## src/rtl/sbus_arb.sv

```systemverilog
// Round-robin arbiter funnelling N_MST request/ack masters onto one slave port.
// Masters get a one-cycle ack, or an err pulse if the slave stalls past TMO cycles.
module sbus_arb #(
  parameter int N_MST  = 2,
  parameter int ADDR_W = 32,
  parameter int DATA_W = 32,
  parameter int TMO    = 0
) (
  input  logic                        clk,
  input  logic                        rst,
  input  logic [N_MST-1:0]            m_req,
  input  logic [N_MST*ADDR_W-1:0]     m_addr,
  input  logic [N_MST-1:0]            m_we,
  input  logic [N_MST*DATA_W/8-1:0]   m_wstrb,
  input  logic [N_MST*DATA_W-1:0]     m_wdata,
  output logic [N_MST-1:0]            m_ack,
  output logic [N_MST-1:0]            m_err,
  output logic [DATA_W-1:0]           m_rdata,
  output logic                        s_req,
  output logic [ADDR_W-1:0]           s_addr,
  output logic                        s_we,
  output logic [DATA_W/8-1:0]         s_wstrb,
  output logic [DATA_W-1:0]           s_wdata,
  input  logic                        s_ack,
  input  logic [DATA_W-1:0]           s_rdata,
  output logic [$clog2(N_MST)-1:0]    grant
);

  localparam int GW = $clog2(N_MST);
  localparam int SW = DATA_W / 8;
  localparam int TW = (TMO > 1) ? $clog2(TMO) : 1;
  localparam logic [GW-1:0] LAST = GW'(N_MST - 1);

  typedef enum logic [1:0] {IDLE, BUSY, DONE} state_t;

  state_t             state;
  logic [GW-1:0]      rr_ptr;
  logic [TW-1:0]      tmo_cnt;
  logic               found;
  logic [GW-1:0]      pick;
  logic [GW-1:0]      rr_next;
  logic [N_MST-1:0]   grant_oh;
  logic               tmo_hit;

  // First requester at or after rr_ptr, wrapping modulo N_MST.
  always_comb begin : arb_scan
    int            idx;
    logic [GW-1:0] cand;
    idx   = 0;
    cand  = '0;
    found = 1'b0;
    pick  = '0;
    for (int k = 0; k < N_MST; k++) begin
      idx = int'(rr_ptr) + k;
      if (idx >= N_MST) idx = idx - N_MST;
      cand = GW'(idx);
      if (!found && m_req[cand]) begin
        found = 1'b1;
        pick  = cand;
      end
    end
  end

  assign rr_next  = (grant == LAST) ? '0 : grant + GW'(1);
  assign grant_oh = {{(N_MST-1){1'b0}}, 1'b1} << grant;
  assign tmo_hit  = (TMO > 0) && (tmo_cnt == TW'(TMO - 1));

  always_ff @(posedge clk) begin
    if (rst) begin
      state   <= IDLE;
      rr_ptr  <= '0;
      grant   <= '0;
      tmo_cnt <= '0;
      s_req   <= 1'b0;
      s_addr  <= '0;
      s_we    <= 1'b0;
      s_wstrb <= '0;
      s_wdata <= '0;
      m_ack   <= '0;
      m_err   <= '0;
      m_rdata <= '0;
    end else begin
      m_ack <= '0;
      m_err <= '0;
      case (state)
        IDLE: begin
          if (found) begin
            state   <= BUSY;
            s_req   <= 1'b1;
            grant   <= pick;
            tmo_cnt <= '0;
            s_addr  <= m_addr[pick*ADDR_W +: ADDR_W];
            s_we    <= m_we[pick];
            s_wstrb <= m_wstrb[pick*SW +: SW];
            s_wdata <= m_wdata[pick*DATA_W +: DATA_W];
          end
        end
        BUSY: begin
          // An ack landing on the expiry cycle still completes normally.
          if (s_ack) begin
            m_rdata <= s_rdata;
            m_ack   <= grant_oh;
            s_req   <= 1'b0;
            rr_ptr  <= rr_next;
            state   <= DONE;
          end else if (tmo_hit) begin
            m_err   <= grant_oh;
            s_req   <= 1'b0;
            rr_ptr  <= rr_next;
            state   <= DONE;
          end else begin
            tmo_cnt <= tmo_cnt + TW'(1);
          end
        end
        DONE:    state <= IDLE;
        default: state <= IDLE;
      endcase
    end
  end

endmodule

```

## config.mk

```make
export PLATFORM = sky130hd
export DESIGN_NAME = sbus_arb
export DESIGN_NICKNAME = d
export VERILOG_FILES = /design/src/rtl/sbus_arb.sv
export SDC_FILE = /design/constraint.sdc
export NUM_CORES = 1
export LEC_CHECK = 0
export CELL_PAD_IN_SITES_DETAIL_PLACEMENT = 0
export CELL_PAD_IN_SITES_GLOBAL_PLACEMENT = 2
export CORE_MARGIN = 2
export CORE_UTILIZATION = 20
export CTS_CLUSTER_SIZE = 24
export DETAILED_ROUTE_END_ITERATION = 8
export PLACE_DENSITY = 0.81
export SLEW_MARGIN = 20
export SYNTH_ARGS = -nofsm -noshare
export SYNTH_HDL_FRONTEND = slang
export SYNTH_SLANG_ARGS = --single-unit
```

## constraint.sdc

```tcl
create_clock -name clk -period 2 [get_ports clk]
set_input_delay 0.5 -clock clk [delete_from_list [all_inputs] [get_ports clk]]
set_output_delay 0.5 -clock clk [all_outputs]
set_load 0.02 [all_outputs]
```

# --- Yosys cells after proc, flatten, opt, wreduce, memory -nomap -nowiden ---
# Index checks and enable logic that the tools add are counted.
word_totals:
  reg_bits: 108
  elab_cells: 56
  out_inout_bits: 107
classes:
  add_sub_neg: 4
  magnitude_cmp: 5
  mux: 19
  bitwise_logic: 2
  eq_ne: 3
  n_reduce_logical: 9
  shifts: 4
op_table:
  columns: ["op", "count"]
  rows:
  - ["$shiftx A64 B7 Y32", 2]
  - ["$mux W1", 15]
  - ["$shiftx A8 B4 Y4", 1]
  - ["$lt A1 B2 Y1 const B", 3]
  - ["$reduce_and A2 Y1", 3]
  - ["$mux W2", 2]
  - ["$ne A2 B2 Y1 const B", 2]
  - ["$pmux W2 S2", 1]
  - ["$reduce_and A3 Y1", 1]
  - ["$reduce_or A3 Y1", 1]
  - ["$add A1 B1 Y2 const B", 1]
  - ["$eq A2 B1 Y1 const B", 1]
  - ["$ge A1 B2 Y1 const B", 1]
  - ["$ge A2 B2 Y1 const B", 1]
  - ["$logic_not A2 Y1", 1]
  - ["$not A1 Y1", 2]
  - ["$pmux W1 S2", 1]
  - ["$reduce_bool A2 Y1", 1]
  - ["$shl A1 B1 Y2 const A", 1]
  - ["$sub A1 B1 Y1 const B", 2]
  - ["$add A1 B1 Y1 const B", 1]
  - ["$logic_and A1 B1 Y1", 1]
  - ["$logic_not A1 Y1", 1]

# --- Logic depth before layout (Yosys ltp) ---
# Gate-level depths: netlist (run 1).
depth:
  word_depth: 10
  mapped_depth: 8
  depth_no_buf: 3

# --- Worst setup path before layout (run 1) ---
# OpenSTA, ideal clock, no wires.
synth_timing:
  path_kind: "input to register"
  startpoint: "input m_req[1]"
  endpoint: "register s_addr[12]"
  n_path_buf: 5
  setup_slack_ns: 0.244
  arrival_ns: 1.668
  setup_ns: 0.088
  stages: 8
  cell_sequence: "buf_6 -> or2_1 -> buf_6 -> and2_1 -> buf_6 -> buf_6 -> buf_6 -> a311oi_2"
synth_between:
  elab_chain_len: 7
synth_lines:
  columns: ["item", "line_no", "source"]
  rows:
  - ["from (decl)", "11", "input logic [N_MST-1:0] m_req,"]
  - ["$mux W1 (implied by the code) (2 in series)", "57", "if (!found && m_req[cand]) begin"]
  - ["$mux W1", "57", null]
  - ["$logic_not A1 Y1", "57", null]
  - ["$logic_and A1 B1 Y1", "57", null]
  - ["$mux W1", "57", null]
  - ["$shiftx A64 B7 Y32 / $reduce_and A2 Y1 (equally long branches)", null, null]
  - ["to (signal assigned)", "92", "s_addr <= m_addr[pick*ADDR_W +: ADDR_W];"]
  - ["to (decl)", "20", "output logic [ADDR_W-1:0] s_addr,"]
# Parallel ways exist; a longest one is shown, timed or not. The select of a mux whose other input is x is not followed.
# A chain may end at the register's enable or synchronous reset.

# --- Worst setup path after layout (run 1) ---
layout_timing:
  startpoint: "register s_wdata[19]"
  endpoint: "output s_wdata[19]"
layout_rtl:
  columns: ["item", "line_no", "source"]
  rows:
  - ["from (decl)", "23", "output logic [DATA_W-1:0] s_wdata,"]
  - ["from (signal assigned)", "95", "s_wdata <= m_wdata[pick*DATA_W +: DATA_W];"]
# No word-level cell between the ends.

==> results of run 1 <==
metal layers:
layer | vias up | global-route usage, % | wire [um]
met5 | - | 0 | 0
met4 | 0 | 5.63 | 469
met3 | 31 | 4.82 | 1730
met2 | 247 | 24.6 | 9090
met1 | 2498 | 20.6 | 8930
li1 | 2610 | - | -
area by class of cell:
class	count	area [um^2]	share of cell area, %
sequential	108	2160	26.2
clock inverter	6	55.1	0.666
inverter	1	3.75	0.0454
tap	319	399	4.83
antenna	2	5.00	0.0605
timing repair buffer	305	3160	38.2
clock buffer	10	239	2.89
multi-input combinational	394	2250	27.2
sequential cells by signal, summed over array words and instances, names as in the netlist:
signal / flops
m_ack: 2
s_wstrb: 4
s_addr: 32
s_wdata: 32
grant: 1
rr_ptr: 1
s_req: 1
s_we: 1
m_rdata: 32
state: 2
path summary, 6_finish.rpt:
check	startpoint	end	cells after the start
setup reg to reg	state[1]	s_addr[14]	4
hold reg to reg	m_rdata[22]	m_rdata[22]	2
hold / removal	m_rdata[22]	m_rdata[22]	2
setup / recovery	s_wdata[19]	s_wdata[19]	1
cell families (layout without fill, tap and decap cells):
| group | count (synthesis) | in the layout | share of synthesized area [%] |
|---|---|---|---|
| compound gates | 244 | 244 | 32.8 |
| buf+inv | 75 | 322 | 7.08 |
| flops | 108 | 108 | 45.8 |
| other cells | 1 | 4 | 0.0794 |
| simple gates | 148 | 148 | 14.2 |
power by group:
group | internal [mW] | switching [mW] | leakage [nW] | total (mW)
combinational | 0.932 | 0.921 | 1.75 | 1.85
sequential | 2.35 | 0.115 | 0.891 | 2.47
clock | 0.908 | 0.944 | 0.139 | 1.85
total | 4.19 | 1.98 | 2.78 | 6.17
cells in the mapped netlist:
master / number
dfxtp_1: 108
nor3_1: 1
nand2_1: 66
a21bo_2: 1
buf_4: 2
nor2b_1: 1
nand3_1: 70
a311oi_1: 59
nor2_1: 3
and2_1: 2
nand3b_1: 1
o21ai_0: 69
inv_2: 1
buf_6: 5
conb_1: 1
nand2b_1: 1
a21oi_1: 104
and3b_1: 1
or2_1: 1
a311oi_2: 10
a211oi_1: 1
clkbuf_1: 61
or3b_2: 1
buf_2: 6
stage by stage:
| step | setup slack [ns] | setup TNS [ns] | area, um^2 | util [%] |
|---|---|---|---|---|
| final | 0.111 | 0 | 8270 | 35.4 |
| after global routing | 0.0717 | 0 | 8260 | 35.4 |
| after CTS | 0.0910 | 0 | 8260 | 35.4 |
| after detailed placement | -0.0405 | -0.384 | 7970 | 34.1 |
| after global placement | 0.00507 | 0 | 7970 | 34.1 |
| after floorplan | 0.244 | 0 | 4720 | - |
placed cells by master, fill, tap and decap left out, drive strengths merged:
cell / instances
clkdlybuf4s50: 277
dfxtp: 108
a21oi: 104
nand3: 70
o21ai: 69
a311oi: 69
nand2: 66
buf: 28
clkbuf: 10
inv: 4
nor2: 3
diode: 2
conb: 2
clkinvlp: 2
and2: 2
nor2b: 1
or2: 1
nand2b: 1
or3b: 1
and3b: 1
nand3b: 1
a21bo: 1
a211oi: 1
nor3: 1
clkinv: 1
==> metrics.cfg, run 1 <==
[worst_setup_path]
end_kind=output pin
cp_max_fo=2
critPathSlowestCell=clkdlybuf4s50_1
crit_family=buffers and inverters
worstPathRequired_ns=1.50
critPathArrivalTime_ns=1.39
worst_path_largest_cell_delay_ns=0.63
path_buf_inv=1
rrSetupSlack_ns=0.49
critical_path.cell_chain=clkdlybuf4s50_1
start_kind=flop
path_class=flop to output pin

[route]
drt_wl_total_um=20200
wl_per_cell_um=17.7
drt_first_pass_iters=6
drt_iter0_drc=368
vias=5386
drc=0
ant_nets=0
vias_per_cell=4.70

[place]
portBuffers=279
dp_cells=1127
dpl.hpwl_um=13600
place.gp.congestion=0.729

[synth]
ys_ff_latch=108
avgSynthCellArea_um2=8.20
yosys.cell_types.count=24
synth_top_area_share_pct=45.8
synth_area_leaders=dfxtp_1 (46%), a21oi_1 (11%), a311oi_1 (11%), nand3_1 (7.4%), o21ai_0 (7.3%)
synthCells=576
seq_area_frac_synth_pct=45.8
synth_area_um2=4720
ys_warn_count=0
synth_top_cell_by_area=dfxtp_1

[clocking]
cts.sinks=108
clkLatencyLatePin_ns=0.35
cts_tree=built
htreeDepth=3
clock_path_buffers=2
ctsHoldBuffers=0
post_cts_buffers=0
path_clk_slew_ns=0.08
root_buffer=clkbuf_16
cts_resized=0
numCtsBuffers=9

[floorplanning]
fp.dieW_um=158
rows=56
core_um2=23300
initial_core_util_pct=20.2
num_io_pins=282
die_area_um2=24800
die_h_um=158

[job]
max_cap_viol_count=0

[sta]
whs_ns=0.454
slew_viol_final=0
finalHoldViolCount=0
rsz0062_at_grt=no
setup_viol_count_final=0
max_freq_mhz=529
finalCritPeriodShare_pct=94.5
period_needed_ns=1.89
fin_worst_skew_ns=0.00812

[global_routing]
grt_pass1_vias=5317
grt_max_degree=72
antenna_found_initial=2
grt_pass1_wl_um=30400
grtUsageTotal_pct=15.8
grt_overflow=0

[pwr]
ir_worst_vdd_uv=358
leakage_nw=2.78
total_power_mw=6.17
powerDensity_nw_per_um2=747

[final_layout]
fillers=2437
fin_cells=1145
area_growth_syn_to_layout_pct=75.1
drive_above_1_share_pct=7.52
num-nets-final=994

[run_status]
status=finished, final reports clean

[min_path]
hold_class=flop to flop

Note: power is estimated with default switching activity, not from simulation.
==> run 2, diff against run 1 <==
--- a/config.mk
+++ b/config.mk
@@ -7,7 +7,7 @@
 export LEC_CHECK = 0
 export CELL_PAD_IN_SITES_DETAIL_PLACEMENT = 0
 export CELL_PAD_IN_SITES_GLOBAL_PLACEMENT = 2
-export CORE_MARGIN = 2
+export CORE_MARGIN = 3
 export CORE_UTILIZATION = 20
 export CTS_CLUSTER_SIZE = 24
 export DETAILED_ROUTE_END_ITERATION = 8
==> run 2 against run 1 <==
Net effect: global-route usage fell by 0.11 points; core utilization increased by 0.51 points; clock-buffer cell count down 1; clock skew about the same; cell area fell by 0.36%; first-iteration DRC count is 18% lower; critical path depth is the same; sequential share of layout area up 0.095 points; worst hold slack barely moved; largest power group unchanged.
==> metrics.cfg, run 2 (synthesis gave the netlist of run 1 again) <==
[clocking]
cts.sinks=108
post_cts_buffers=0
path_clk_slew_ns=0.08
cts_tree=built
clock_path_buffers=2
htreeDepth=3
numCtsBuffers=9
root_buffer=clkbuf_16
clkLatencyLatePin_ns=0.35
ctsHoldBuffers=0

[place]
place.gp.congestion=0.730
portBuffers=279
dpl.hpwl_um=14400
placed_area_um2=7920
dp_cells=1120
place_ws_ns=-0.113

[route]
drt_iter0_drc=300
drt_first_pass_iters=7
wl_per_cell_um=18.3
vias=5346
ant_nets=0
drt_wl_total_um=20800
vias_per_cell=4.71
drc=0

[worst_setup_path]
critPathSlowestCell=clkdlybuf4s50_1
crit_family=buffers and inverters
start_kind=flop
worst_path_largest_cell_delay_ns=0.68
critical_path.cell_chain=clkdlybuf4s50_1
path_class=flop to output pin
cp_max_fo=2
worstPathRequired_ns=1.50
path_buf_inv=1
end_kind=output pin
critPathArrivalTime_ns=1.37

[sta]
slew_headroom_pct=50.2
max_freq_mhz=535
fin_ws_ns=0.130
period_needed_ns=1.87
finalCritPeriodShare_pct=93.5
whs_ns=0.454
finalSetupTns_ns=0
tightestPinTransition_ns=0.747
rsz0062_at_grt=no
setup_viol_count_final=0
finalHoldViolCount=0
fin_worst_skew_ns=0.00806
slew_viol_final=0

[floorplanning]
fp.dieW_um=160
die_h_um=160
rows=55
initial_core_util_pct=20.6
num_io_pins=282
core_um2=22900
die_area_um2=25500

[final_layout]
final_common_cell=clkdlybuf4s50_1
area_growth_syn_to_layout_pct=74.5
fin_cells=1135
fillers=2413
reg.largest.list=m_rdata x32, s_addr x32, s_wdata x32
fin_util_pct=35.9
drive_above_1_share_pct=7.30
antenna_cells=0
num-nets-final=993
final_area_um2=8240
final_cell_mix=clkdlybuf4s50_1 (276), dfxtp_1 (108), a21oi_1 (104)

[pwr]
ir_worst_vdd_uv=389
powerDensity_nw_per_um2=765
total_power_mw=6.30
leakage_nw=2.77

[global_routing]
antenna_found_initial=0
grt_overflow=0
grt_max_degree=62
grt_pass1_wl_um=32100
grt_pass1_vias=5283
grtUsageTotal_pct=15.7

[job]
max_cap_viol_count=0

[run_status]
status=finished, final reports clean

[min_path]
hold_class=flop to flop

run 2: cell types whose count changed in the layout (fill, tap and decap cells not counted), sizes merged:
| cell | change |
|---|---|
| clkdlybuf4s50 | -1 |
| dlygate4sd2 | +1 |
| inv | -1 |
| bufinv | +2 |
| clkbuf | -1 |
| clkinv | -1 |
| diode | -2 |
| buf | -1 |
run 2: what timing repair did:
item / in CTS / in global routing
hold endpoints to repair: 0 / 0
endpoints found under the setup margin: 1 / 0
resized for setup: 1 / 0
run 2: power breakdown:
group	internal, mW	total [mW]	switching (mW)
sequential	2.35	2.46	0.109
combinational	0.919	1.85	0.928
clock	1.11	1.99	0.884
total	4.38	6.30	1.92
run 2: metal layers:
metal | share of wire, % | track usage [%] | vias up
met2 | 45 | 24.7 | 220
met5 | 0 | 0 | -
met1 | 46 | 20.9 | 2502
met4 | 1.1 | 3.22 | 0
met3 | 8.0 | 5.27 | 13
li1 | - | - | 2611
run 2: cell type report:
cell class | count | area (um^2) | area share (%)
Timing Repair Buffer | 304 | 3110 | 37.7
Inverter | 1 | 3.75 | 0.0456
Clock buffer | 9 | 225 | 2.73
Sequential cell | 108 | 2160 | 26.2
Multi-Input combinational cell | 394 | 2250 | 27.3
Clock inverter | 6 | 97.6 | 1.18
Tap cell | 313 | 392 | 4.75
run 2: worst reg2reg max path, delay by kind of cell, from the launching register on:
kind / cells / cell delay, ns
compound gates: 2 / 0.39
flops: 1 / 0.36
buf+inv: 1 / 0.36
simple gates: 1 / 0.25
run 2: final timing paths:
kind                   start    endpoint  slack [ns]  cells past startpoint
hold / removal    m_rdata[4]  m_rdata[4]        0.45                      2
setup / recovery  s_addr[23]  s_addr[23]        0.13                      1
hold reg to reg   m_rdata[4]  m_rdata[4]        0.45                      2
setup reg to reg    state[1]   s_addr[9]        0.54                      4
==> edit: new RTL, settings of run 2 <==
Re-encode `state_t` (3 states) as one-hot, 3 bits wide.
--- a/src/rtl/sbus_arb.sv
+++ b/src/rtl/sbus_arb.sv
@@ -33,3 +33,3 @@
 
-  typedef enum logic [1:0] {IDLE, BUSY, DONE} state_t;
+  typedef enum logic [2:0] {IDLE = 3'b001, BUSY = 3'b010, DONE = 3'b100} state_t;
 
Formal check against the unedited RTL: no difference found for any inputs over 4 cycles, from zero or initial values and one cycle with rst high; so few cycles prove little.
==> edit against run 2 <==
Final area shrank 1.4%. Largest power group unchanged. Wire length fell by 16%. Area after synthesis is 2.8% lower. Critical endpoint is now s_wdata[0]. Critical path depth rose by 4. Total power grew 0.29%. Critical path type is now primary input to flop. Clock power down 7%. Worst setup slack got worse by 37 ps. Global-route usage down 2.5 points. Sequential cell count is 1 higher. Die area down 2.7%. Register-to-register slack worse by 360 ps. Cell count down 3.0%.
==> edit: results (changes against run 2) <==
| Metric | Value |
|---|---|
| Cell count of the worst hold path | `2 (unchanged)` |
| Status | `complete, no violations` |
| Root buffer cell | `clkbuf_16` |
| XOR/XNOR Fraction of Synth Area | `0% (unchanged)` |
| Min-delay src | `m_rdata[6]` |
| Hold_ws | `455 ps (+0.450 ps)` |
| Comb group | `0.00189 W (+2%)` |
| Share of cells above drive strength 1 | `5.36% (-1.9 points)` |
| R2r worst-path depth | `4 (unchanged)` |
| First-pass GRT wire length | `25600 um (-20%)` |
| Worst-path fanout max | `39 (+37)` |
| Vias in the first global route | `4650 (-12%)` |
| Post-place setup slack | `-253 ps (-140 ps)` |
| Seq group | `0.00258 W (+5%)` |
| Vias after detailed routing | `4789 (-10%)` |
| H-tree levels | `3 (unchanged)` |
| Post-synth cell types | `28 (+17%)` |
| Number of synthesis warnings | `0 (unchanged)` |
| Average cell area after synthesis | `8.33 um2 (+1.7%)` |
| Sw frac | `29.6% (-0.85 points)` |
| Reg2reg start | `state[0]` |
| Largest cells by area after synthesis | `dfxtp_1 48%, a222oi_1 15%, inv_1 11%, nand2b_1 9.7%, nand2_1 5.3%` |
| DR WL/cell | `16.0 um (-13%)` |
| Largest regs | `m_rdata (32), s_addr (32), s_wdata (32)` |
| Iter 0 DRT Violations | `486 (+62%)` |
| Compound-Gate Fraction of Synth Area | `19.5% (-13 points)` |
| Worst Hold Path EP | `m_rdata[6]` |
| Initial antenna violation count | `1 (+1)` |
| Pin count of the biggest net entering global routing | `66 (+6.5%)` |
| Non-Filler Instances | `1101 (-3.0%)` |
| Synth Area in Adders | `0% (unchanged)` |
| Synth cell count leaders | `137 x inv_1, 109 x dfxtp_1, 71 x nand2b_1, 68 x a222oi_1, 65 x nand2_1` |
| Asr flop ratio synth | `0% (unchanged)` |
| FF-to-FF End | `s_wdata[0]` |
| Final Skew | `11.2 ps (+3.18 ps)` |
| Final nets | `991 (-0.20%)` |
| Leak | `3.34 nW (+20%)` |
| Net Switching | `0.00187 W (-2.5%)` |
| Placed Area | `0.00782 mm2 (-1.2%)` |
| Global Route Usage Sum | `13.1% (-2.5 points)` |
| Placed wire-length estimate | `12500 um (-13%)` |
| GPL Wtd Cong | `0.699 (-4.3%)` |
| Reg2reg setup slack | `180 ps (-360 ps)` |
| Maximum vdd drop | `0.383 mV (-1.7%)` |
| Post-synthesis sequential area ratio | `47.5% (+1.7 points)` |
==> edit: changes by cell type after synthesis, moves of 59 or more <==
cell	run 2	this run
a311oi_1	59	0
o21ai_0	69	1
a21oi_1	104	34
nand3_1	70	0
inv_1	0	137
nand2b_1	1	71
a222oi_1	0	68
==> edit: what timing repair did <==
item | CTS | global route
setup endpoints to repair | 0 | 4
hold endpoints to repair | 0 | 0
resized for setup | 0 | 1
==> edit: worst max-delay path, cell delays in order <==
cell             delay [ps]
clkdlybuf4s50_1         480
nor2_1                   70
or3b_2                  530
buf_12                  210
a222oi_1                330
==> edit: layout make-up <==
type                       instances  area (um2)
clock buffer                       9         225
clock inverter                     7        73.8
fill                            2314       14000
inverter                         137         514
multi-input combinational        261        1730
sequential                       109        2180
tap                              280         350
timing repair buffer             298        3040
==> edit: layer usage <==
metal | track usage (%) | vias up | share of wire (%)
li1 | - | 2342 | -
met1 | 15.9 | 2222 | 42
met2 | 21.5 | 212 | 46
met3 | 6.10 | 11 | 11
met4 | 2.60 | 2 | 0.82
met5 | 0 | - | 0.074
==> edit: worst max-delay path by stage <==
stage                  endpoint  cells past startpoint      from  slack (ps)
floorplan            s_addr[10]                      6       rst         220
global placement    s_wdata[19]                      5  m_req[1]        -210
detailed placement  s_wdata[30]                      5  m_req[0]        -250
CTS                  s_wdata[0]                      4  state[0]          90
global route         s_wstrb[3]                      5  m_req[1]          20
finish               s_wdata[0]                      5  m_req[1]          90
==> edit: metrics by stage <==
step | utilization (%) | setup TNS, ps
after floorplan | - | 0
after global placement | 35.3 | -13380
after detailed placement | 35.3 | -14270
after CTS | 36.6 | 0
after global routing | 36.6 | 0
final | 36.6 | 0
